[src/rtl/clk_divider_bank_if.sv]
// Bundle of the divider bank's enable input and its six registered outputs.
// master drives en and observes the outputs; slave is the divider bank.
interface clk_divider_bank_if;
    logic en;
    logic clk_out_25mhz;
    logic clk_out_625khz;
    logic clk_out_596khz;
    logic tick_25mhz;
    logic tick_625khz;
    logic tick_596khz;

    modport master (
        output en,
        input  clk_out_25mhz,
        input  clk_out_625khz,
        input  clk_out_596khz,
        input  tick_25mhz,
        input  tick_625khz,
        input  tick_596khz
    );

    modport slave (
        input  en,
        output clk_out_25mhz,
        output clk_out_625khz,
        output clk_out_596khz,
        output tick_25mhz,
        output tick_625khz,
        output tick_596khz
    );
endinterface

[src/rtl/clk_divider_bank.sv]
// Three independent integer clock dividers producing registered square
// waves and one-cycle wrap ticks, usable as fabric clock enables.
module clk_div_channel #(
    parameter int N = 4
) (
    input  logic clk,
    input  logic rst,
    input  logic en,
    output logic clk_out,
    output logic tick
);
    localparam int W = (N < 2) ? 1 : $clog2(N);

    generate
        if (N < 2) begin : g_bad_ratio
            $error("clk_div_channel: divide ratio N must be >= 2");
        end
    endgenerate

    localparam logic [W-1:0] LAST = W'(N - 1);
    localparam logic [W-1:0] HALF = W'(N / 2);
    localparam logic [W-1:0] ONE  = W'(1);

    logic [W-1:0] cnt;
    logic [W-1:0] cnt_next;

    // Next count wraps to zero after N-1.
    always_comb begin
        cnt_next = (cnt == LAST) ? '0 : cnt + ONE;
    end

    // Counter and output flops; everything holds while en is low.
    always_ff @(posedge clk) begin
        if (rst) begin
            cnt     <= '0;
            clk_out <= 1'b0;
            tick    <= 1'b0;
        end else if (en) begin
            cnt     <= cnt_next;
            clk_out <= (cnt_next >= HALF);
            tick    <= (cnt_next == '0);
        end
    end
endmodule

module clk_divider_bank #(
    parameter int DIV_25M  = 4,
    parameter int DIV_625K = 160,
    parameter int DIV_596K = 168
) (
    input  logic                  clk,
    input  logic                  rst,
    clk_divider_bank_if.slave     bus
);
    clk_div_channel #(.N(DIV_25M)) u_ch0 (
        .clk     (clk),
        .rst     (rst),
        .en      (bus.en),
        .clk_out (bus.clk_out_25mhz),
        .tick    (bus.tick_25mhz)
    );

    clk_div_channel #(.N(DIV_625K)) u_ch1 (
        .clk     (clk),
        .rst     (rst),
        .en      (bus.en),
        .clk_out (bus.clk_out_625khz),
        .tick    (bus.tick_625khz)
    );

    clk_div_channel #(.N(DIV_596K)) u_ch2 (
        .clk     (clk),
        .rst     (rst),
        .en      (bus.en),
        .clk_out (bus.clk_out_596khz),
        .tick    (bus.tick_596khz)
    );
endmodule

[src/flat_wrapper.sv]
// flat-port wrapper written by rule: the top's interface ports become plain ports
module clk_divider_bank_flat 
#(
    parameter int DIV_25M  = 4,
    parameter int DIV_625K = 160,
    parameter int DIV_596K = 168
)
  (clk, rst, bus_en, bus_clk_out_25mhz, bus_clk_out_625khz, bus_clk_out_596khz, bus_tick_25mhz, bus_tick_625khz, bus_tick_596khz);
  clk_divider_bank_if bus_i ();
  input  logic clk;
  input  logic rst;
  input wire logic [$bits(bus_i.en)-1:0] bus_en;
  output wire logic [$bits(bus_i.clk_out_25mhz)-1:0] bus_clk_out_25mhz;
  output wire logic [$bits(bus_i.clk_out_625khz)-1:0] bus_clk_out_625khz;
  output wire logic [$bits(bus_i.clk_out_596khz)-1:0] bus_clk_out_596khz;
  output wire logic [$bits(bus_i.tick_25mhz)-1:0] bus_tick_25mhz;
  output wire logic [$bits(bus_i.tick_625khz)-1:0] bus_tick_625khz;
  output wire logic [$bits(bus_i.tick_596khz)-1:0] bus_tick_596khz;
  assign bus_i.en = bus_en;
  assign bus_clk_out_25mhz = bus_i.clk_out_25mhz;
  assign bus_clk_out_625khz = bus_i.clk_out_625khz;
  assign bus_clk_out_596khz = bus_i.clk_out_596khz;
  assign bus_tick_25mhz = bus_i.tick_25mhz;
  assign bus_tick_625khz = bus_i.tick_625khz;
  assign bus_tick_596khz = bus_i.tick_596khz;
  clk_divider_bank #(.DIV_25M(DIV_25M), .DIV_625K(DIV_625K), .DIV_596K(DIV_596K)) u_core (.clk(clk), .rst(rst), .bus(bus_i));
endmodule
[config.mk]
export PLATFORM = sky130hd
export DESIGN_NAME = clk_divider_bank_flat
export DESIGN_NICKNAME = d
export VERILOG_FILES = /design/src/rtl/clk_divider_bank_if.sv /design/src/rtl/clk_divider_bank.sv /design/src/flat_wrapper.sv
export SDC_FILE = /design/constraint.sdc
export NUM_CORES = 1
export LEC_CHECK = 0
export ABC_AREA = 0
export ABC_CLOCK_PERIOD_IN_PS = 4890
export CAP_MARGIN = 10
export CORE_MARGIN = 2
export CORE_UTILIZATION = 60
export CTS_CLUSTER_SIZE = 14
export DETAILED_ROUTE_END_ITERATION = 10
export GPL_TIMING_DRIVEN = 0
export PLACE_DENSITY = 0.81
export REMOVE_ABC_BUFFERS = 1
export SETUP_SLACK_MARGIN = 0.1
export SLEW_MARGIN = 30
export SYNTH_ARGS = -nofsm -noshare
export SYNTH_HDL_FRONTEND = slang
export SYNTH_SLANG_ARGS = --single-unit
[constraint.sdc]
create_clock -name clk -period 4.89 [get_ports clk]
set_clock_uncertainty 0.2 [all_clocks]
set_input_delay 0.7335 -clock clk [delete_from_list [all_inputs] [get_ports clk]]
set_output_delay 0.7335 -clock clk [all_outputs]
set_load 0.02 [all_outputs]
==> flow_metrics.env <==
export IMPL_ys_ff_latch=23
export IMPL_wl_um=2570
export IMPL_cp_max_fo=22
export IMPL_cts_sinks=23
export IMPL_fp_row_count=17
export IMPL_dr_pass1_iters=4
export IMPL_clk_latency_ns=0.32
export IMPL_placed_area_um2=1390
export IMPL_final_util_pct=65.4
export IMPL_rrSetupSlack_ns=2.79
export IMPL_chipWidth_um=51.2
export IMPL_power_density_nw_per_um2=227
export IMPL_ys_flop_type="dfxtp_1"
export IMPL_tns_ns=0
export IMPL_nNetsFinal=167
export IMPL_cp_required_ns=4.96
export IMPL_final_setup_viol_count=0
export IMPL_timing_rr_end="u_core.u_ch1.clk_out$_SDFFE_PP0P_"
export IMPL_stdcell_area_um2=1420
export IMPL_drc_errors=0
export IMPL_area_growth_pct=5.98
export IMPL_grt_pass1_wl_um=4440
export IMPL_cp_start_kind="input pin"
export IMPL_tritoncts="done"
export IMPL_hold_buffers=0
export IMPL_clock_fmax_ghz=0.408
export IMPL_async_flop_share_pct=0
export IMPL_cts_buffers=3
export IMPL_crit_path_end="u_core.u_ch1.tick$_SDFFE_PP0P_"
export IMPL_cts_max_level=1
export IMPL_cap_violations=0
export IMPL_layout_common_cells="nor2_1, dfxtp_1, nand3_1"
export IMPL_io_pins=9
export IMPL_final_common_cell="nor2_1"
export IMPL_worst_slack_ns=2.44
export IMPL_clk_pin_slew_ns=0.12
export IMPL_cts_buffer_depth=2
export IMPL_worst_slew_pin_slew_ns=0.831
export IMPL_grt_setup_unrepaired="no"
export IMPL_synth_edf_count=0
export IMPL_gp_congestion=0.888
export IMPL_worst_setup_path_type="in2reg"
export IMPL_slew_headroom_pct=44.4
export IMPL_cts_resized=0
export IMPL_antenna_cells=0
export IMPL_pre_cts_ws_ns=2.13
export IMPL_status="finished clean"
export IMPL_num_vias=1131
export IMPL_grt_max_degree=30
export IMPL_hp_class="reg2reg"
export IMPL_viasPerCell=6.11
export IMPL_port_buffers=8
export IMPL_root_buffer="clkbuf_4"
export IMPL_arrival_ns=2.52
export IMPL_gr_total_overflow=0
export IMPL_cts_setup_buffers=0
export IMPL_syn_area_um2=1340
export IMPL_die_area_um2=2630
export IMPL_die_h_um=51.2
export IMPL_ir_worst_vdd_uv=149
export IMPL_wl_per_cell_um=13.9
export IMPL_antenna_found_initial=0
export IMPL_syn_mean_instance_area_um2=8.64
export IMPL_synthesis_instances=155
export IMPL_grt_total_usage_pct=22.7
export IMPL_ant_nets=0
export IMPL_crit_start="rst"
export IMPL_hold_viol_final=0
export IMPL_yosysSeqAreaShare_pct=34.4
export IMPL_fin_crit_sh_pct=50.1
export IMPL_r2r_start="u_core.u_ch1.cnt[0]$_SDFFE_PP0P_"
export IMPL_grt_pass1_vias=1031
export IMPL_start_util_pct=61.7
export IMPL_endpoint_kind="flip-flop"
export IMPL_coreArea_um2=2170
export IMPL_p_leak_nw=0.534
export IMPL_synth_warnings=0
export IMPL_final_cell_count_no_fill=185
export IMPL_drt_iter0_drc=38
export IMPL_placed_cells=181
export IMPL_layout_drive_gt1_share_pct=7.01
export IMPL_ys_types=43
export IMPL_post_route_min_period_ns=2.45
export IMPL_slew_violations=0
export IMPL_dpl_hpwl_um=1750
export IMPL_r2r_cells=6
[registers in the layout (all words and copies together), names as in the netlist]
name	flops
u_core.u_ch1.clk_out	1
u_core.u_ch0.cnt	1
u_core.u_ch1.cnt	8
u_core.u_ch0.tick	1
u_core.u_ch2.tick	1
u_core.u_ch0.clk_out	1
u_core.u_ch2.clk_out	1
u_core.u_ch2.cnt	8
u_core.u_ch1.tick	1
[per-layer routing]
layer  vias to the layer above  part of all wire, %  track usage, %
met2                        32                   49            37.9
met1                       534                   44            27.5
met5                         -                    0               0
met3                         5                  4.4            4.97
li1                        560                    -               -
met4                         0                  1.8            11.4
[critical path, cell delays in order]
cell,delay (ns)
clkdlybuf4s50_1,0.84
nor2b_1,0.39
nand3_1,0.11
nor4b_1,0.28
a22o_1,0.17
[layout make-up]
type | count | area [um^2]
Timing Repair Buffer | 8 | 75.1
Tap cell | 28 | 35.0
Multi-Input combinational cell | 121 | 818
Inverter | 1 | 3.75
Fill cell | 209 | 751
Sequential cell | 23 | 460
Clock buffer | 4 | 26.3
[synth_stat cells (all sizes together), types with 3 or more instances]
library cell,number,area [um^2]
xnor2,3,26.3
ha,6,75.1
xor2,9,78.8
nor2,26,97.6
a21oi,6,30.0
nor3,3,15.0
nand2,9,33.8
nand4,6,43.8
mux2i,8,80.1
nand3,11,60.1
nand4b,3,26.3
buf,8,46.3
o21ai,4,20.0
dfxtp,23,460
[through the flow]
| stage | hold slack (ns) | power [mW] |
|---|---|---|
| after global placement | 0.255 | 0.236 |
| after floorplan | 0.265 | 0.222 |
| after global routing | 0.332 | 0.340 |
| final | 0.296 | 0.322 |
| after CTS | 0.306 | 0.328 |
| after detailed placement | 0.275 | 0.238 |
[how the worst min path moves through the flow]
stage / from / endpoint / cells after the start
floorplan: u_core.u_ch2.cnt[7]$_SDFFE_PP0P_ / u_core.u_ch2.cnt[7]$_SDFFE_PP0P_ / 2
global placement: u_core.u_ch2.tick$_SDFFE_PP0P_ / u_core.u_ch2.tick$_SDFFE_PP0P_ / 1
detailed placement: u_core.u_ch1.tick$_SDFFE_PP0P_ / u_core.u_ch1.tick$_SDFFE_PP0P_ / 1
CTS: u_core.u_ch1.tick$_SDFFE_PP0P_ / u_core.u_ch1.tick$_SDFFE_PP0P_ / 1
global route: u_core.u_ch2.tick$_SDFFE_PP0P_ / u_core.u_ch2.tick$_SDFFE_PP0P_ / 1
finish: u_core.u_ch1.tick$_SDFFE_PP0P_ / u_core.u_ch1.tick$_SDFFE_PP0P_ / 1
[logic make-up after synthesis]
| kind of cell | count (synthesis) | synth area share (%) |
|---|---|---|
| fa+ha+maj | 6 | 5.61 |
| xor+xnor | 12 | 7.85 |
| buf+inv | 11 | 4.49 |
| compound gates | 25 | 14.1 |
| flops | 23 | 34.4 |
| simple gates | 70 | 27.6 |
| mux | 8 | 5.98 |
[power by group]
group          total, mW  switching [mW]  internal [mW]
Clock             0.0888          0.0569         0.0319
Combinational     0.0323          0.0181         0.0142
Sequential         0.201         0.00781          0.193
Total              0.322          0.0828          0.240
Power figures use the tool's default switching activity.
